==> config.mk <==
export PLATFORM = sky130hd
export DESIGN_NAME = cpu_axi_master_flat
export DESIGN_NICKNAME = d
export VERILOG_FILES = /design/src/rtl/cpu_axi_master_if.sv /design/src/rtl/cpu_axi_master.sv /design/src/flat_wrapper.sv
export SDC_FILE = /design/constraint.sdc
export NUM_CORES = 1
export LEC_CHECK = 0
export ABC_AREA = 1
export BUFFER_PORTS_ARGS = -buffer_cell sky130_fd_sc_hd__buf_4
export CAP_MARGIN = 20
export CORE_MARGIN = 2
export CORE_UTILIZATION = 39
export CTS_CLUSTER_SIZE = 20
export DETAILED_ROUTE_END_ITERATION = 8
export PLACE_DENSITY = 0.84
export SYNTH_ARGS = -nofsm -noshare
export SYNTH_HDL_FRONTEND = slang
export SYNTH_SLANG_ARGS = --single-unit
export TNS_END_PERCENT = 5
==> constraint.sdc <==
create_clock -name clk -period 1.3 [get_ports clk]
set_input_delay 0.065 -clock clk [delete_from_list [all_inputs] [get_ports clk]]
set_output_delay 0.065 -clock clk [all_outputs]
set_load 0.03 [all_outputs]
==> src/rtl/cpu_axi_master_if.sv <==
// AXI4 channel bundle between cpu_axi_master and its responder.
// Single-beat writes, INCR read bursts; IDs are carried but not checked.
interface cpu_axi_master_if;
   logic [3:0]  ARID;
   logic [31:0] ARADDR;
   logic [3:0]  ARLEN;
   logic [2:0]  ARSIZE;
   logic [1:0]  ARBURST;
   logic        ARVALID;
   logic        ARREADY;

   logic [3:0]  RID;
   logic [31:0] RDATA;
   logic [1:0]  RRESP;
   logic        RLAST;
   logic        RVALID;
   logic        RREADY;

   logic [3:0]  AWID;
   logic [31:0] AWADDR;
   logic [3:0]  AWLEN;
   logic [2:0]  AWSIZE;
   logic [1:0]  AWBURST;
   logic        AWVALID;
   logic        AWREADY;

   logic [31:0] WDATA;
   logic [3:0]  WSTRB;
   logic        WLAST;
   logic        WVALID;
   logic        WREADY;

   logic [3:0]  BID;
   logic [1:0]  BRESP;
   logic        BVALID;
   logic        BREADY;

   modport master (
      output ARID, ARADDR, ARLEN, ARSIZE, ARBURST, ARVALID,
      input  ARREADY,
      input  RID, RDATA, RRESP, RLAST, RVALID,
      output RREADY,
      output AWID, AWADDR, AWLEN, AWSIZE, AWBURST, AWVALID,
      input  AWREADY,
      output WDATA, WSTRB, WLAST, WVALID,
      input  WREADY,
      input  BID, BRESP, BVALID,
      output BREADY
   );

   modport slave (
      input  ARID, ARADDR, ARLEN, ARSIZE, ARBURST, ARVALID,
      output ARREADY,
      output RID, RDATA, RRESP, RLAST, RVALID,
      input  RREADY,
      input  AWID, AWADDR, AWLEN, AWSIZE, AWBURST, AWVALID,
      output AWREADY,
      input  WDATA, WSTRB, WLAST, WVALID,
      output WREADY,
      output BID, BRESP, BVALID,
      input  BREADY
   );
endinterface

==> src/rtl/cpu_axi_master.sv <==
// Core-request to AXI4 bridge: one outstanding transaction, read bursts
// passed through combinationally, single-beat writes, sticky error per transaction.
//
// state  | meaning
// S_IDLE | ready for a core request, all bus outputs parked at 0
// S_AR   | read address presented, waiting for ARREADY
// S_R    | collecting read beats until RLAST
// S_AW   | write address presented, waiting for AWREADY
// S_W    | single write beat presented, waiting for WREADY
// S_B    | waiting for the write response
module cpu_axi_master #(
    parameter logic [3:0] MASTER_ID = 4'h0
) (
    input  logic        clk,
    input  logic        rst,
    input  logic        req_valid,
    output logic        req_ready,
    input  logic        req_write,
    input  logic [31:0] req_addr,
    input  logic [31:0] req_wdata,
    input  logic [3:0]  req_wstrb,
    input  logic [3:0]  req_len,
    output logic        rsp_rvalid,
    output logic [31:0] rsp_rdata,
    output logic        rsp_done,
    output logic        rsp_err,
    cpu_axi_master_if.master axi
);

    typedef enum logic [2:0] {S_IDLE, S_AR, S_R, S_AW, S_W, S_B} state_t;

    state_t      state, state_nxt;
    logic [31:0] addr_q;
    logic [31:0] wdata_q;
    logic [3:0]  wstrb_q;
    logic [3:0]  len_q;
    logic [3:0]  beat_cnt;
    logic        err_q;

    // IDs are not checked; the responder is expected to echo MASTER_ID.
    wire unused_ids = ^{axi.RID, axi.BID};

    always_ff @(posedge clk or negedge rst) begin
        if (!rst) begin
            state    <= S_IDLE;
            addr_q   <= '0;
            wdata_q  <= '0;
            wstrb_q  <= '0;
            len_q    <= '0;
            beat_cnt <= '0;
            err_q    <= 1'b0;
        end else begin
            state <= state_nxt;
            if (state == S_IDLE) begin
                beat_cnt <= '0;
                err_q    <= 1'b0;
                if (req_valid) begin
                    addr_q  <= req_addr;
                    wdata_q <= req_wdata;
                    wstrb_q <= req_wstrb;
                    len_q   <= req_len;
                end
            end
            // A beat arriving at count 15 without RLAST overruns the burst; the counter wraps.
            if (state == S_R && axi.RVALID) begin
                beat_cnt <= beat_cnt + 4'd1;
                if (axi.RRESP != 2'b00 || (!axi.RLAST && beat_cnt == 4'd15))
                    err_q <= 1'b1;
            end
        end
    end

    always_comb begin
        state_nxt   = state;
        req_ready   = 1'b0;
        rsp_rvalid  = 1'b0;
        rsp_rdata   = '0;
        rsp_done    = 1'b0;
        rsp_err     = 1'b0;
        axi.ARID    = '0;
        axi.ARADDR  = '0;
        axi.ARLEN   = '0;
        axi.ARSIZE  = '0;
        axi.ARBURST = '0;
        axi.ARVALID = 1'b0;
        axi.RREADY  = 1'b0;
        axi.AWID    = '0;
        axi.AWADDR  = '0;
        axi.AWLEN   = '0;
        axi.AWSIZE  = '0;
        axi.AWBURST = '0;
        axi.AWVALID = 1'b0;
        axi.WDATA   = '0;
        axi.WSTRB   = '0;
        axi.WLAST   = 1'b0;
        axi.WVALID  = 1'b0;
        axi.BREADY  = 1'b0;
        unique case (state)
            S_IDLE: begin
                req_ready = 1'b1;
                if (req_valid) state_nxt = req_write ? S_AW : S_AR;
            end
            S_AR: begin
                axi.ARVALID = 1'b1;
                axi.ARID    = MASTER_ID;
                axi.ARADDR  = addr_q;
                axi.ARLEN   = len_q;
                axi.ARSIZE  = 3'b010;
                axi.ARBURST = 2'b01;
                if (axi.ARREADY) state_nxt = S_R;
            end
            S_R: begin
                axi.RREADY = 1'b1;
                if (axi.RVALID) begin
                    rsp_rvalid = 1'b1;
                    rsp_rdata  = axi.RDATA;
                    if (axi.RLAST) begin
                        rsp_done  = 1'b1;
                        rsp_err   = err_q || (axi.RRESP != 2'b00) || (beat_cnt != len_q);
                        state_nxt = S_IDLE;
                    end
                end
            end
            S_AW: begin
                axi.AWVALID = 1'b1;
                axi.AWID    = MASTER_ID;
                axi.AWADDR  = addr_q;
                axi.AWLEN   = 4'd0;
                axi.AWSIZE  = 3'b010;
                axi.AWBURST = 2'b01;
                if (axi.AWREADY) state_nxt = S_W;
            end
            S_W: begin
                axi.WVALID = 1'b1;
                axi.WLAST  = 1'b1;
                axi.WDATA  = wdata_q;
                axi.WSTRB  = wstrb_q;
                if (axi.WREADY) state_nxt = S_B;
            end
            S_B: begin
                axi.BREADY = 1'b1;
                if (axi.BVALID) begin
                    rsp_done  = 1'b1;
                    rsp_err   = err_q || (axi.BRESP != 2'b00);
                    state_nxt = S_IDLE;
                end
            end
            default: state_nxt = S_IDLE;
        endcase
    end

endmodule

==> src/flat_wrapper.sv <==
// flat-port wrapper written by rule: the top's interface ports become plain ports
module cpu_axi_master_flat 
#(
    parameter logic [3:0] MASTER_ID = 4'h0
)
  (clk, rst, req_valid, req_ready, req_write, req_addr, req_wdata, req_wstrb, req_len, rsp_rvalid, rsp_rdata, rsp_done, rsp_err, axi_ARID, axi_ARADDR, axi_ARLEN, axi_ARSIZE, axi_ARBURST, axi_ARVALID, axi_ARREADY, axi_RID, axi_RDATA, axi_RRESP, axi_RLAST, axi_RVALID, axi_RREADY, axi_AWID, axi_AWADDR, axi_AWLEN, axi_AWSIZE, axi_AWBURST, axi_AWVALID, axi_AWREADY, axi_WDATA, axi_WSTRB, axi_WLAST, axi_WVALID, axi_WREADY, axi_BID, axi_BRESP, axi_BVALID, axi_BREADY);
  cpu_axi_master_if axi_i ();
  input  logic clk;
  input  logic rst;
  input  logic req_valid;
  output logic req_ready;
  input  logic req_write;
  input  logic [31:0] req_addr;
  input  logic [31:0] req_wdata;
  input  logic [3:0] req_wstrb;
  input  logic [3:0] req_len;
  output logic rsp_rvalid;
  output logic [31:0] rsp_rdata;
  output logic rsp_done;
  output logic rsp_err;
  output wire logic [$bits(axi_i.ARID)-1:0] axi_ARID;
  output wire logic [$bits(axi_i.ARADDR)-1:0] axi_ARADDR;
  output wire logic [$bits(axi_i.ARLEN)-1:0] axi_ARLEN;
  output wire logic [$bits(axi_i.ARSIZE)-1:0] axi_ARSIZE;
  output wire logic [$bits(axi_i.ARBURST)-1:0] axi_ARBURST;
  output wire logic [$bits(axi_i.ARVALID)-1:0] axi_ARVALID;
  input wire logic [$bits(axi_i.ARREADY)-1:0] axi_ARREADY;
  input wire logic [$bits(axi_i.RID)-1:0] axi_RID;
  input wire logic [$bits(axi_i.RDATA)-1:0] axi_RDATA;
  input wire logic [$bits(axi_i.RRESP)-1:0] axi_RRESP;
  input wire logic [$bits(axi_i.RLAST)-1:0] axi_RLAST;
  input wire logic [$bits(axi_i.RVALID)-1:0] axi_RVALID;
  output wire logic [$bits(axi_i.RREADY)-1:0] axi_RREADY;
  output wire logic [$bits(axi_i.AWID)-1:0] axi_AWID;
  output wire logic [$bits(axi_i.AWADDR)-1:0] axi_AWADDR;
  output wire logic [$bits(axi_i.AWLEN)-1:0] axi_AWLEN;
  output wire logic [$bits(axi_i.AWSIZE)-1:0] axi_AWSIZE;
  output wire logic [$bits(axi_i.AWBURST)-1:0] axi_AWBURST;
  output wire logic [$bits(axi_i.AWVALID)-1:0] axi_AWVALID;
  input wire logic [$bits(axi_i.AWREADY)-1:0] axi_AWREADY;
  output wire logic [$bits(axi_i.WDATA)-1:0] axi_WDATA;
  output wire logic [$bits(axi_i.WSTRB)-1:0] axi_WSTRB;
  output wire logic [$bits(axi_i.WLAST)-1:0] axi_WLAST;
  output wire logic [$bits(axi_i.WVALID)-1:0] axi_WVALID;
  input wire logic [$bits(axi_i.WREADY)-1:0] axi_WREADY;
  input wire logic [$bits(axi_i.BID)-1:0] axi_BID;
  input wire logic [$bits(axi_i.BRESP)-1:0] axi_BRESP;
  input wire logic [$bits(axi_i.BVALID)-1:0] axi_BVALID;
  output wire logic [$bits(axi_i.BREADY)-1:0] axi_BREADY;
  assign axi_ARID = axi_i.ARID;
  assign axi_ARADDR = axi_i.ARADDR;
  assign axi_ARLEN = axi_i.ARLEN;
  assign axi_ARSIZE = axi_i.ARSIZE;
  assign axi_ARBURST = axi_i.ARBURST;
  assign axi_ARVALID = axi_i.ARVALID;
  assign axi_i.ARREADY = axi_ARREADY;
  assign axi_i.RID = axi_RID;
  assign axi_i.RDATA = axi_RDATA;
  assign axi_i.RRESP = axi_RRESP;
  assign axi_i.RLAST = axi_RLAST;
  assign axi_i.RVALID = axi_RVALID;
  assign axi_RREADY = axi_i.RREADY;
  assign axi_AWID = axi_i.AWID;
  assign axi_AWADDR = axi_i.AWADDR;
  assign axi_AWLEN = axi_i.AWLEN;
  assign axi_AWSIZE = axi_i.AWSIZE;
  assign axi_AWBURST = axi_i.AWBURST;
  assign axi_AWVALID = axi_i.AWVALID;
  assign axi_i.AWREADY = axi_AWREADY;
  assign axi_WDATA = axi_i.WDATA;
  assign axi_WSTRB = axi_i.WSTRB;
  assign axi_WLAST = axi_i.WLAST;
  assign axi_WVALID = axi_i.WVALID;
  assign axi_i.WREADY = axi_WREADY;
  assign axi_i.BID = axi_BID;
  assign axi_i.BRESP = axi_BRESP;
  assign axi_i.BVALID = axi_BVALID;
  assign axi_BREADY = axi_i.BREADY;
  cpu_axi_master #(.MASTER_ID(MASTER_ID)) u_core (.clk(clk), .rst(rst), .req_valid(req_valid), .req_ready(req_ready), .req_write(req_write), .req_addr(req_addr), .req_wdata(req_wdata), .req_wstrb(req_wstrb), .req_len(req_len), .rsp_rvalid(rsp_rvalid), .rsp_rdata(rsp_rdata), .rsp_done(rsp_done), .rsp_err(rsp_err), .axi(axi_i));
endmodule
==> flow_summary.html, run 1 <==
<table>
<tr><th>Metric</th><th>Value</th></tr>
<tr><th colspan="2">STA</th></tr>
<tr><td>Ratio of final minimum period to clock period</td><td>127.2%</td></tr>
<tr><td>Worst setup skew after layout</td><td>13.06 ps</td></tr>
<tr><td>Number of hold violations in the final report</td><td>0</td></tr>
<tr><td>Slew Limit Fails</td><td>0</td></tr>
<tr><td>Period minus WS final</td><td>1653 ps</td></tr>
<tr><td>Post-route worst setup slack</td><td>-353.3 ps</td></tr>
<tr><td>Post-Route Setup TNS</td><td>-55270 ps</td></tr>
<tr><td>Total of endpoints with negative setup slack in the final report</td><td>225</td></tr>
<tr><td>Setup repair after global routing missed its margin</td><td>true</td></tr>
<tr><td>Maximum achievable frequency</td><td>0.6049 GHz</td></tr>
<tr><th colspan="2">Synth</th></tr>
<tr><td>Register area share after synthesis</td><td>42.49%</td></tr>
<tr><td>Unique masters post-synth</td><td>28</td></tr>
<tr><td>Ys Warns</td><td>0</td></tr>
<tr><td>#FFs+latches synth</td><td>80</td></tr>
<tr><td>Synthesized netlist cell count</td><td>611</td></tr>
<tr><td>Area of the mapped netlist</td><td>4712 um2</td></tr>
<tr><td>Avg Synthesized Cell Area</td><td>7.712 um2</td></tr>
<tr><th colspan="2">Outcome</th></tr>
<tr><td>Result of the run</td><td>complete, but fails checks</td></tr>
<tr><td>Violations in the final reports</td><td>negative setup slack</td></tr>
<tr><th colspan="2">Placed design</th></tr>
<tr><td>Final HPWL DP</td><td>10.41 mm</td></tr>
<tr><td>Cells after DPL</td><td>1015</td></tr>
<tr><td>Final estimated routing congestion in global placement</td><td>0.7894</td></tr>
<tr><td>Post-placement worst setup slack</td><td>-94.47 ps</td></tr>
<tr><td>Port-buffer cells</td><td>267</td></tr>
<tr><th colspan="2">Worst setup path</th></tr>
<tr><td>Crit end category</td><td>output port</td></tr>
<tr><td>Req. time, crit path</td><td>1240 ps</td></tr>
<tr><td>Class of the most critical setup path</td><td>reg2out</td></tr>
<tr><td>Crit path DAT</td><td>1590 ps</td></tr>
<tr><td>Critical Path Fanout Max</td><td>6</td></tr>
<tr><td>Critical Path Source Type</td><td>register</td></tr>
<tr><td>R2R depth</td><td>6</td></tr>
<tr><th colspan="2">CTS</th></tr>
<tr><td># clock sinks</td><td>80</td></tr>
<tr><td>Total clock buffers created by CTS</td><td>9</td></tr>
<tr><td>Max Root-Sink Buffers</td><td>2</td></tr>
<tr><td>TritonCTS clock tree</td><td>done</td></tr>
<tr><td>Clock transition at the registers of the reported paths</td><td>60 ps</td></tr>
<tr><td>Number of levels the H-tree was split into</td><td>3</td></tr>
<tr><td>Clock tree root driver cell</td><td>sky130_fd_sc_hd__clkbuf_16</td></tr>
<tr><td>Latest clock arrival within the worst-skew pair</td><td>340 ps</td></tr>
<tr><th colspan="2">Detailed routing</th></tr>
<tr><td>Drt first pass iters</td><td>4</td></tr>
<tr><td>Detail Route Antenna Nets</td><td>0</td></tr>
<tr><td>Via density per instance</td><td>4.714</td></tr>
<tr><td>Final wirelength</td><td>17.91 mm</td></tr>
<tr><td>Wire length per cell</td><td>16.09 um</td></tr>
<tr><td>Remaining design rule violation count</td><td>0</td></tr>
<tr><td>Drt initial violations</td><td>338</td></tr>
<tr><td>Number of vias after detailed routing</td><td>5247</td></tr>
<tr><th colspan="2">Floorplanning</th></tr>
<tr><td>Top-level I/O count</td><td>294</td></tr>
<tr><td>Die Footprint</td><td>12980 um2</td></tr>
<tr><td>Vertical extent of the die</td><td>113.9 um</td></tr>
<tr><td>Standard-cell rows</td><td>40</td></tr>
<tr><td>Starting utilization of the core area</td><td>39.56%</td></tr>
<tr><td>Core Footprint</td><td>11910 um2</td></tr>
<tr><td>Width of the die</td><td>113.9 um</td></tr>
<tr><th colspan="2">Global route</th></tr>
<tr><td>Maximum number of pins on one net before global-route repair</td><td>57</td></tr>
<tr><td>Total routing usage reported by global routing</td><td>25.38%</td></tr>
<tr><td>Wire length of the first global-routing pass</td><td>25.88 mm</td></tr>
<tr><td>Initial antenna violation count</td><td>0</td></tr>
<tr><td>Overall overflow remaining after global route</td><td>0</td></tr>
<tr><td>Vias in the first global route</td><td>5258</td></tr>
<tr><th colspan="2">Final layout</th></tr>
<tr><td>Proportion of layout cells with a drive suffix above 1</td><td>56.21%</td></tr>
<tr><td>Antenna fix cells</td><td>0</td></tr>
<tr><td>Final #Nets</td><td>1088</td></tr>
<tr><td>Non-Filler Instances</td><td>1113</td></tr>
<tr><td>Area growth syn-to-layout</td><td>94.50%</td></tr>
<tr><td>Fillcell total</td><td>728</td></tr>
<tr><th colspan="2">Power and ir drop</th></tr>
<tr><td>Pleak</td><td>4.417 nW</td></tr>
<tr><td>Total power density per cell area</td><td>2015 nW/um2</td></tr>
<tr><td>Maximum ir drop on the vdd rail</td><td>1.096 mV</td></tr>
<tr><th colspan="2">Min path</th></tr>
<tr><td>Class of the tightest hold or removal check</td><td>in2reg</td></tr>
<tr><td>Worst Hold Path Cells</td><td>3</td></tr>
<tr><th colspan="2">Job</th></tr>
<tr><td># Max-Cap Violations</td><td>0</td></tr>
</table>
[state kept, by name, summed over array words and instances (netlist names)]
signal and flops:
u_core.beat_cnt 4, u_core.state 3, u_core.wstrb_q 4, u_core.wdata_q 32
u_core.err_q 1, u_core.addr_q 32, u_core.len_q 4
[worst max-delay path: stages, from the launching register on]
cell and delay (ps):
sky130_fd_sc_hd__dfrtp_2 460, sky130_fd_sc_hd__nor2_4 200, sky130_fd_sc_hd__nand2_8 120, sky130_fd_sc_hd__clkbuf_16 190, sky130_fd_sc_hd__nor2_2 130, sky130_fd_sc_hd__buf_6 150
[cells in the mapped netlist]
library cell / count / area, um2
sky130_fd_sc_hd__nand2_4: 1 / 11.26
sky130_fd_sc_hd__nand2_1: 80 / 300.3
sky130_fd_sc_hd__dfrtp_1: 80 / 2002
sky130_fd_sc_hd__buf_4: 23 / 172.7
sky130_fd_sc_hd__o31ai_1: 1 / 7.510
sky130_fd_sc_hd__nor2_2: 1 / 6.260
sky130_fd_sc_hd__nand2_2: 51 / 319.1
sky130_fd_sc_hd__a21oi_1: 1 / 5.000
sky130_fd_sc_hd__buf_2: 16 / 80.08
sky130_fd_sc_hd__clkbuf_4: 1 / 7.510
sky130_fd_sc_hd__inv_1: 90 / 337.8
sky130_fd_sc_hd__buf_8: 1 / 15.01
sky130_fd_sc_hd__xnor2_1: 2 / 17.52
sky130_fd_sc_hd__nand4_1: 1 / 6.260
sky130_fd_sc_hd__nor2_4: 1 / 11.26
sky130_fd_sc_hd__o21ai_1: 8 / 40.04
sky130_fd_sc_hd__nor3_1: 2 / 10.01
sky130_fd_sc_hd__o22ai_1: 2 / 12.51
sky130_fd_sc_hd__ha_1: 1 / 12.51
sky130_fd_sc_hd__conb_1: 1 / 3.750
sky130_fd_sc_hd__xor2_1: 1 / 8.760
sky130_fd_sc_hd__nand3_1: 11 / 55.05
sky130_fd_sc_hd__clkbuf_1: 10 / 37.54
sky130_fd_sc_hd__buf_12: 6 / 120.1
sky130_fd_sc_hd__o21ai_2: 50 / 437.9
sky130_fd_sc_hd__nor2_1: 149 / 559.3
sky130_fd_sc_hd__nor2_8: 1 / 20.02
sky130_fd_sc_hd__o21ai_0: 19 / 95.09
[per-stage QoR]
stage	area, um2	power (W)	utilization [%]	hold WS, ps
after floorplan	5147	0.01083	-	-230.6
after global placement	7267	0.01333	61.01	-69.42
after detailed placement	7267	0.01357	61.01	-66.53
after CTS	8886	0.01773	74.60	33.63
after global routing	9165	0.01946	76.94	33.40
final	9165	0.01847	76.94	21.34
[metal layers]
layer | track usage (%) | routed length [um] | vias to the layer above | part of all wire [%]
met5 | 0 | 0 | - | 0
met2 | 46.11 | 9623 | 211 | 54
met4 | 11.06 | 527 | 0 | 2.9
met1 | 28.73 | 6781 | 2496 | 38
li1 | - | - | 2503 | -
met3 | 5.154 | 981 | 37 | 5.5
[area by class of cell]
type	instances	area [um2]	area share (%)
Clock buffer	11	242.7	2.648
Inverter	90	352.8	3.850
Tap cell	147	183.9	2.007
Timing Repair Buffer	379	3705	40.42
Multi-Input combinational cell	401	2571	28.05
Sequential cell	80	2006	21.88
Clock inverter	5	103.9	1.133
[cells by family (layout without fill, tap and decap cells)]
family | after synthesis | in the layout | share of synthesized area [%]
other | 1 | 18 | 0.07958
AOI/OAI and AO/OA | 81 | 81 | 12.69
adders and majority gates | 1 | 1 | 0.2655
and+or+nand+nor | 298 | 298 | 27.56
DFF | 80 | 80 | 42.49
xor gates and xnor gates | 3 | 3 | 0.5577
buffers and inverters | 147 | 485 | 16.36
[cell usage in the layout (no fill, tap or decap), types with 2 or more instances in the layout]
| master | instances |
|---|---|
| sky130_fd_sc_hd__o21ai_0 | 15 |
| sky130_fd_sc_hd__o21ai_1 | 11 |
| sky130_fd_sc_hd__buf_16 | 4 |
| sky130_fd_sc_hd__bufinv_16 | 3 |
| sky130_fd_sc_hd__buf_4 | 178 |
| sky130_fd_sc_hd__buf_6 | 109 |
| sky130_fd_sc_hd__o22ai_1 | 2 |
| sky130_fd_sc_hd__nand2_2 | 52 |
| sky130_fd_sc_hd__nand2_4 | 3 |
| sky130_fd_sc_hd__xnor2_1 | 2 |
| sky130_fd_sc_hd__nor2_1 | 47 |
| sky130_fd_sc_hd__conb_1 | 18 |
| sky130_fd_sc_hd__o21ai_2 | 51 |
| sky130_fd_sc_hd__nand3_1 | 9 |
| sky130_fd_sc_hd__nor2_2 | 50 |
| sky130_fd_sc_hd__dlygate4sd3_1 | 73 |
| sky130_fd_sc_hd__nand3_2 | 2 |
| sky130_fd_sc_hd__dfrtp_2 | 3 |
| sky130_fd_sc_hd__nor2_4 | 54 |
| sky130_fd_sc_hd__clkinvlp_4 | 2 |
| sky130_fd_sc_hd__inv_1 | 85 |
| sky130_fd_sc_hd__buf_12 | 13 |
| sky130_fd_sc_hd__nor3_1 | 2 |
| sky130_fd_sc_hd__dfrtp_1 | 77 |
| sky130_fd_sc_hd__nand2_1 | 76 |
| sky130_fd_sc_hd__clkbuf_16 | 10 |
[path summary, 6_finish.rpt]
check                                  start                 end  slack (ps)
min in group asynchronous                rst  u_core.wdata_q[20]         140
setup reg to reg             u_core.state[0]    u_core.addr_q[6]        -260
hold reg to reg            u_core.wdata_q[4]   u_core.wdata_q[4]         530
setup / recovery             u_core.state[0]       axi_WDATA[14]        -350
hold / removal                  axi_RRESP[0]        u_core.err_q          20
max in group asynchronous                rst     u_core.state[0]         600
[what timing repair did]
action	in CTS	in global routing
setup endpoints to repair	221	230
pin swaps	6	5
setup buffers	4	0
gates resized for setup	114	74
hold buffers	73	0
hold endpoints to repair	152	0
gates cloned	4	1
[where the power goes]
part	total (W)	internal, W	leakage, nW	switching [W]
clock	0.00297	0.00193	0.170	0.00104
combinational	0.0114	0.00438	3.26	0.00698
sequential	0.00413	0.00366	0.989	0.000479
Note: power is estimated with default switching activity, not from simulation.
==> inputs of run 2 (changes only) <==
--- a/config.mk
+++ b/config.mk
@@ -8,11 +8,12 @@
 export ABC_AREA = 1
 export BUFFER_PORTS_ARGS = -buffer_cell sky130_fd_sc_hd__buf_4
 export CAP_MARGIN = 20
-export CORE_MARGIN = 2
-export CORE_UTILIZATION = 39
+export CORE_AREA = 2 2 113 115
+export CTS_CLUSTER_DIAMETER = 30
 export CTS_CLUSTER_SIZE = 20
 export DETAILED_ROUTE_END_ITERATION = 8
-export PLACE_DENSITY = 0.84
+export DIE_AREA = 0 0 115 117
+export PLACE_DENSITY = 0.83
 export SYNTH_ARGS = -nofsm -noshare
 export SYNTH_HDL_FRONTEND = slang
 export SYNTH_SLANG_ARGS = --single-unit
==> run 2 against run 1 <==
Compared with the run above: the flow still finishes with violations (negative setup slack); wire length is 3.3% lower; clock power is 6.7% lower; first-iteration DRC count is 9.8% lower; clock skew is 9.1 ps lower; critical path depth is 1 higher; critical path type unchanged.
==> flow_summary.html, run 2 (synthesis gave the netlist of run 1 again) <==
<table>
<tr><th>Metric</th><th>Value</th></tr>
<tr><th colspan="2">Outcome</th></tr>
<tr><td>Result of the run</td><td>complete, but fails checks</td></tr>
<tr><td>Violations in the final reports</td><td>negative setup slack</td></tr>
<tr><th colspan="2">Worst setup path</th></tr>
<tr><td>Crit end category</td><td>output port</td></tr>
<tr><td>Class of the most critical setup path</td><td>reg2out</td></tr>
<tr><td>Req. time, crit path</td><td>1240 ps</td></tr>
<tr><td>Worst-path cell chain</td><td>buf_6, nor2_4, inv_4, clkbuf_16, nor2_4, buf_6</td></tr>
<tr><td>Crit path DAT</td><td>1600 ps</td></tr>
<tr><td>Critical Path Source Type</td><td>register</td></tr>
<tr><td>Critical Path Max Stage Delay</td><td>460 ps</td></tr>
<tr><td>Critical Path Fanout Max</td><td>11</td></tr>
<tr><td>Standard cell with the maximum stage delay on the critical path</td><td>sky130_fd_sc_hd__dfrtp_2</td></tr>
<tr><th colspan="2">Final layout</th></tr>
<tr><td>Most common library cell in the layout ignoring fill and taps</td><td>sky130_fd_sc_hd__buf_4</td></tr>
<tr><td>Final #Nets</td><td>1094</td></tr>
<tr><td>Area growth syn-to-layout</td><td>90.31%</td></tr>
<tr><td>Proportion of layout cells with a drive suffix above 1</td><td>54.69%</td></tr>
<tr><td>Commonest cells after routing, fill and taps aside</td><td>sky130_fd_sc_hd__buf_4 (205), sky130_fd_sc_hd__buf_6 (92), sky130_fd_sc_hd__inv_1 (86)</td></tr>
<tr><td>Leading registers by flop count</td><td>u_core.addr_q: 32 flops, u_core.wdata_q: 32 flops</td></tr>
<tr><th colspan="2">Global route</th></tr>
<tr><td>Wire length of the first global-routing pass</td><td>24.56 mm</td></tr>
<tr><td>Initial antenna violation count</td><td>2</td></tr>
<tr><td>Maximum number of pins on one net before global-route repair</td><td>81</td></tr>
<tr><td>Overall overflow remaining after global route</td><td>0</td></tr>
<tr><td>Total routing usage reported by global routing</td><td>23.41%</td></tr>
<tr><td>Vias in the first global route</td><td>5033</td></tr>
<tr><th colspan="2">STA</th></tr>
<tr><td>Total of endpoints with negative setup slack in the final report</td><td>222</td></tr>
<tr><td>Worst hold-check slack</td><td>16.66 ps</td></tr>
<tr><td>Maximum achievable frequency</td><td>0.6000 GHz</td></tr>
<tr><td>Ratio of final minimum period to clock period</td><td>128.2%</td></tr>
<tr><td>Post-route worst setup slack</td><td>-366.8 ps</td></tr>
<tr><td>Number of hold violations in the final report</td><td>0</td></tr>
<tr><td>Worst setup skew after layout</td><td>3.924 ps</td></tr>
<tr><td>Slew Limit Fails</td><td>0</td></tr>
<tr><td>Period minus WS final</td><td>1667 ps</td></tr>
<tr><td>Setup repair after global routing missed its margin</td><td>true</td></tr>
<tr><td>Post-Route Setup TNS</td><td>-52080 ps</td></tr>
<tr><th colspan="2">Detailed routing</th></tr>
<tr><td>Final wirelength</td><td>17.32 mm</td></tr>
<tr><td>Via density per instance</td><td>4.641</td></tr>
<tr><td>Drt first pass iters</td><td>4</td></tr>
<tr><td>Detail Route Antenna Nets</td><td>0</td></tr>
<tr><td>Number of vias after detailed routing</td><td>5212</td></tr>
<tr><td>Wire length per cell</td><td>15.42 um</td></tr>
<tr><td>Remaining design rule violation count</td><td>0</td></tr>
<tr><td>Drt initial violations</td><td>305</td></tr>
<tr><th colspan="2">Placed design</th></tr>
<tr><td>Port-buffer cells</td><td>267</td></tr>
<tr><td>Final estimated routing congestion in global placement</td><td>0.8496</td></tr>
<tr><td>Final HPWL DP</td><td>10.40 mm</td></tr>
<tr><th colspan="2">Floorplanning</th></tr>
<tr><td>Die Footprint</td><td>13460 um2</td></tr>
<tr><td>Starting utilization of the core area</td><td>38.27%</td></tr>
<tr><td>Vertical extent of the die</td><td>117 um</td></tr>
<tr><td>Standard-cell rows</td><td>41</td></tr>
<tr><td>Width of the die</td><td>115 um</td></tr>
<tr><td>Top-level I/O count</td><td>294</td></tr>
<tr><td>Core Footprint</td><td>12310 um2</td></tr>
<tr><th colspan="2">CTS</th></tr>
<tr><td>Max Root-Sink Buffers</td><td>2</td></tr>
<tr><td>Total clock buffers created by CTS</td><td>9</td></tr>
<tr><td>Clock tree root driver cell</td><td>sky130_fd_sc_hd__clkbuf_16</td></tr>
<tr><td>TritonCTS clock tree</td><td>done</td></tr>
<tr><td>Latest clock arrival within the worst-skew pair</td><td>340 ps</td></tr>
<tr><td># clock sinks</td><td>80</td></tr>
<tr><td>Number of levels the H-tree was split into</td><td>3</td></tr>
<tr><td>Clock transition at the registers of the reported paths</td><td>60 ps</td></tr>
<tr><th colspan="2">Job</th></tr>
<tr><td># Max-Cap Violations</td><td>0</td></tr>
<tr><th colspan="2">Power and ir drop</th></tr>
<tr><td>Pleak</td><td>4.392 nW</td></tr>
<tr><td>Total power density per cell area</td><td>2024 nW/um2</td></tr>
<tr><td>Maximum ir drop on the vdd rail</td><td>1.022 mV</td></tr>
<tr><th colspan="2">Min path</th></tr>
<tr><td>Class of the tightest hold or removal check</td><td>in2reg</td></tr>
</table>
==> run 2: final timing paths <==
kind,from,endpoint,slack (ps),cells past startpoint
min in group asynchronous,rst,u_core.wdata_q[13],300,3
max,u_core.state[2],axi_AWADDR[10],-370,6
min,axi_RRESP[0],u_core.err_q,20,3
min reg2reg,u_core.wdata_q[9],u_core.wdata_q[9],520,2
max in group asynchronous,rst,u_core.state[2],630,3
max reg2reg,u_core.state[1],u_core.wdata_q[29],-200,7
==> run 2: through the flow <==
stage                     cell area, um2  total power, W  worst slack [ps]  util (%)  std cells
final                               8967         0.01815            -366.8     72.84       1123
after global routing                8967         0.01914            -415.7     72.84       1123
after CTS                           8706         0.01727            -364.3     70.71       1118
after detailed placement            7341         0.01377            -90.06     59.62       1029
after global placement              7341         0.01351            -35.97     59.62       1029
after floorplan                     5147         0.01083            -154.2         -        628
==> run 2: area by class of cell <==
cell class                 count  area, um2
inverter                      90      347.8
clock inverter                 3      65.06
timing repair buffer         385       3611
multi-input combinational    401       2489
fill                         790       3344
antenna                        2      5.005
tap                          150      187.7
clock buffer                  12      256.5
sequential                    80       2006
==> run 2: critical path, delay by kind of cell, from the launching register on <==
family / cells / cell delay [ps]
buffers and inverters: 4 / 570
DFF: 1 / 460
and+or+nand+nor: 2 / 230
==> run 2: timing repair <==
item                                   4_1_cts  5_1_grt
buffers inserted                             1        1
hold buffers                                73        0
cloned                                       0        2
pin swaps                                    3        3
gates resized for setup                     81       57
endpoints found under the hold margin      152        0
setup endpoints to repair                  223      230
==> run 2: per-layer routing <==
metal	wire, um	share of wire, %	global-route usage [%]	up-vias
met1	6562	38	27.38	2462
met4	469	2.7	9.799	0
li1	-	-	-	2504
met2	9237	53	41.10	206
met5	0	0	0	-
met3	1050	6.1	5.922	40
==> run 2: power by group <==
group / leakage, nW / internal [W] / switching, W
logic: 3.24 / 0.00436 / 0.00689
registers: 0.989 / 0.00366 / 0.000482
clock network: 0.159 / 0.00177 / 0.000995
total: 4.39 / 0.00979 / 0.00836
==> inputs of run 3 (changes only) <==
--- a/config.mk
+++ b/config.mk
@@ -14,6 +14,7 @@
 export DETAILED_ROUTE_END_ITERATION = 8
 export DIE_AREA = 0 0 115 117
 export PLACE_DENSITY = 0.83
+export RECOVER_POWER = 100
 export SYNTH_ARGS = -nofsm -noshare
 export SYNTH_HDL_FRONTEND = slang
 export SYNTH_SLANG_ARGS = --single-unit
==> run 3 against run 2 <==
Compared with the run above: the run still ends with negative setup slack left; sequential share of layout area is essentially flat; largest power group unchanged; clock power hardly changed; maximum frequency about the same; non-clock buffer count is the same; final cell count did not move; die area unchanged; power is essentially flat; highest routed layer unchanged; sequential cell count unchanged; critical path depth unchanged; register-to-register slack about the same; setup slack barely moved; global-route usage stayed put.
==> flow_summary.html, run 3 (synthesis gave the netlist of run 1 again) <==
<table>
<tr><th>Metric</th><th>Value</th></tr>
<tr><th colspan="2">STA</th></tr>
<tr><td>Worst rel slew slack</td><td>49.86%</td></tr>
<tr><td>Maximum achievable frequency</td><td>0.6000 GHz</td></tr>
<tr><td>Number of hold violations in the final report</td><td>0</td></tr>
<tr><td>Slew Limit Fails</td><td>0</td></tr>
<tr><td>Actual transition at the worst max-transition pin</td><td>752.0 ps</td></tr>
<tr><td>Ratio of final minimum period to clock period</td><td>128.2%</td></tr>
<tr><td>Period minus WS final</td><td>1667 ps</td></tr>
<tr><td>Total of endpoints with negative setup slack in the final report</td><td>222</td></tr>
<tr><td>Setup repair after global routing missed its margin</td><td>true</td></tr>
<tr><td>Worst setup skew after layout</td><td>3.831 ps</td></tr>
<tr><td>Post-route worst setup slack</td><td>-366.6 ps</td></tr>
<tr><th colspan="2">Min path</th></tr>
<tr><td>Worst Hold Path Cells</td><td>3</td></tr>
<tr><td>Min-Delay Endpoint</td><td>u_core.err_q</td></tr>
<tr><td>Class of the tightest hold or removal check</td><td>in2reg</td></tr>
<tr><td>Launch instance of the worst min-delay path</td><td>axi_RRESP[0]</td></tr>
<tr><th colspan="2">CTS</th></tr>
<tr><td>Total clock buffers created by CTS</td><td>9</td></tr>
<tr><td>Latest clock arrival within the worst-skew pair</td><td>340 ps</td></tr>
<tr><td>Clock transition at the registers of the reported paths</td><td>60 ps</td></tr>
<tr><td>Number of levels the H-tree was split into</td><td>3</td></tr>
<tr><td>TritonCTS clock tree</td><td>done</td></tr>
<tr><td>Max Root-Sink Buffers</td><td>2</td></tr>
<tr><td>Clock tree root driver cell</td><td>sky130_fd_sc_hd__clkbuf_16</td></tr>
<tr><td># clock sinks</td><td>80</td></tr>
<tr><th colspan="2">Final layout</th></tr>
<tr><td>Area growth syn-to-layout</td><td>90.12%</td></tr>
<tr><td>Cell area after layout</td><td>8959 um2</td></tr>
<tr><td>Commonest cells after routing, fill and taps aside</td><td>sky130_fd_sc_hd__buf_4 (204), sky130_fd_sc_hd__buf_6 (93), sky130_fd_sc_hd__inv_1 (86)</td></tr>
<tr><td>Leading registers by flop count</td><td>u_core.addr_q: 32 flops, u_core.wdata_q: 32 flops</td></tr>
<tr><td>Most common library cell in the layout ignoring fill and taps</td><td>sky130_fd_sc_hd__buf_4</td></tr>
<tr><td>Proportion of layout cells with a drive suffix above 1</td><td>54.69%</td></tr>
<tr><td>Final #Nets</td><td>1094</td></tr>
<tr><td>Util after Layout</td><td>72.76%</td></tr>
<tr><th colspan="2">Global route</th></tr>
<tr><td>Wire length of the first global-routing pass</td><td>24.56 mm</td></tr>
<tr><td>Maximum number of pins on one net before global-route repair</td><td>81</td></tr>
<tr><td>Vias in the first global route</td><td>5033</td></tr>
<tr><td>Total routing usage reported by global routing</td><td>23.41%</td></tr>
<tr><td>Overall overflow remaining after global route</td><td>0</td></tr>
<tr><td>Initial antenna violation count</td><td>2</td></tr>
<tr><th colspan="2">Detailed routing</th></tr>
<tr><td>Drt first pass iters</td><td>4</td></tr>
<tr><td>Detail Route Antenna Nets</td><td>0</td></tr>
<tr><td>Wire length per cell</td><td>15.42 um</td></tr>
<tr><td>Routed met1 length</td><td>6.565 mm</td></tr>
<tr><td>Highest routing layer actually used</td><td>met4</td></tr>
<tr><td>Drt initial violations</td><td>305</td></tr>
<tr><td>Detail Route met2 WL</td><td>9.235 mm</td></tr>
<tr><td>Via density per instance</td><td>4.638</td></tr>
<tr><td>Number of vias after detailed routing</td><td>5209</td></tr>
<tr><td>Remaining design rule violation count</td><td>0</td></tr>
<tr><td>Sum of met3 wire segment lengths after detailed routing</td><td>1.050 mm</td></tr>
<tr><td>Final wirelength</td><td>17.32 mm</td></tr>
<tr><th colspan="2">Floorplanning</th></tr>
<tr><td>Top-level I/O count</td><td>294</td></tr>
<tr><td>Starting utilization of the core area</td><td>38.27%</td></tr>
<tr><td>Vertical extent of the die</td><td>117 um</td></tr>
<tr><td>Width of the die</td><td>115 um</td></tr>
<tr><td>Core Footprint</td><td>12310 um2</td></tr>
<tr><td>Die Footprint</td><td>13460 um2</td></tr>
<tr><td>Standard-cell rows</td><td>41</td></tr>
<tr><th colspan="2">Worst setup path</th></tr>
<tr><td>Crit end category</td><td>output port</td></tr>
<tr><td>Critical Path Max Stage Delay</td><td>460 ps</td></tr>
<tr><td>Terminus of the critical flop-to-flop path</td><td>u_core.wdata_q[29]</td></tr>
<tr><td>Critical Path Source Type</td><td>register</td></tr>
<tr><td>R2R depth</td><td>7</td></tr>
<tr><td>Worst-path cell chain</td><td>buf_6, nor2_4, inv_4, clkbuf_16, nor2_4, buf_6</td></tr>
<tr><td>Req. time, crit path</td><td>1240 ps</td></tr>
<tr><td>Crit path DAT</td><td>1600 ps</td></tr>
<tr><td>Standard cell with the maximum stage delay on the critical path</td><td>sky130_fd_sc_hd__dfrtp_2</td></tr>
<tr><td>R2R Setup Slk</td><td>-200 ps</td></tr>
<tr><td>Critical Path Fanout Max</td><td>11</td></tr>
<tr><td>Class of the most critical setup path</td><td>reg2out</td></tr>
<tr><td>R2r startpoint</td><td>u_core.state[1]</td></tr>
<tr><th colspan="2">Power and ir drop</th></tr>
<tr><td>Overall Power</td><td>0.01815 W</td></tr>
<tr><td>Maximum ir drop on the vdd rail</td><td>1.022 mV</td></tr>
<tr><td>Total power density per cell area</td><td>2026 nW/um2</td></tr>
<tr><td>Pleak</td><td>4.389 nW</td></tr>
<tr><th colspan="2">Outcome</th></tr>
<tr><td>Violations in the final reports</td><td>negative setup slack</td></tr>
<tr><td>Result of the run</td><td>complete, but fails checks</td></tr>
<tr><th colspan="2">Placed design</th></tr>
<tr><td>Final estimated routing congestion in global placement</td><td>0.8496</td></tr>
<tr><td>Placed instance area</td><td>7341 um2</td></tr>
<tr><td>Port-buffer cells</td><td>267</td></tr>
<tr><td>Final HPWL DP</td><td>10.40 mm</td></tr>
<tr><th colspan="2">Job</th></tr>
<tr><td># Max-Cap Violations</td><td>0</td></tr>
</table>
-- run 3: power breakdown --
group / total [W] / switching [W] / internal, W
sequential: 0.00414 / 0.000482 / 0.00366
clock: 0.00277 / 0.000994 / 0.00177
combinational: 0.0112 / 0.00689 / 0.00435
total: 0.0181 / 0.00836 / 0.00979
-- run 3: metal layers --
layer  up-vias  global-route usage (%)
met5         -                       0
met3        40                   5.922
met2       206                   41.10
met1      2458                   27.38
met4         0                   9.799
li1       2505                       -
-- run 3: through the flow --
| step | TNS [ps] | setup slack, ps | hold WS, ps | cells |
|---|---|---|---|---|
| 2_1_floorplan | -11610 | -154.2 | -230.6 | 628 |
| 5_1_grt | -64930 | -415.7 | 67.82 | 1123 |
| 6_report | -52080 | -366.6 | 16.66 | 1123 |
| 3_5_place_dp | -3607 | -90.06 | 139.5 | 1029 |
| 4_1_cts | -52890 | -364.3 | 5.612 | 1118 |
| 3_3_place_gp | -224.8 | -35.97 | 128.4 | 1029 |
-- run 3: worst max path at each step --
stage	startpoint	to	slack [ps]	cells after the start
2_1_floorplan	u_core.state[2]	rsp_rdata[22]	-150	5
3_3_place_gp	u_core.state[0]	u_core.addr_q[10]	-40	6
5_1_grt	u_core.state[2]	axi_AWADDR[10]	-420	6
4_1_cts	u_core.state[2]	axi_AWADDR[31]	-360	6
6_report	u_core.state[2]	axi_AWADDR[10]	-370	6
3_5_place_dp	u_core.state[0]	u_core.wdata_q[30]	-90	6
-- run 3: timing repair --
action                                  CTS  global route
hold endpoints to repair                152             0
gates cloned                              0             2
setup buffers                             1             1
hold buffers                             73             0
resized for setup                        81            57
endpoints found under the setup margin  223           230
pin swaps                                 3             3
-- run 3: worst max-delay path: cells and delay by family, from the launching register on --
family	cells	cell delay, ps
buffers and inverters	4	570
AND/OR/NAND/NOR	2	230
flip-flops	1	460
-- run 3: area by class of cell --
cell class | count | area (um2)
inverters | 90 | 347.8
repair buffers | 385 | 3602
fillers | 793 | 3353
flip-flops and latches | 80 | 2006
well taps | 150 | 187.7
clock buffers | 12 | 256.5
multi-input cells | 401 | 2489
clock inverters | 3 | 65.06
diodes | 2 | 5.005
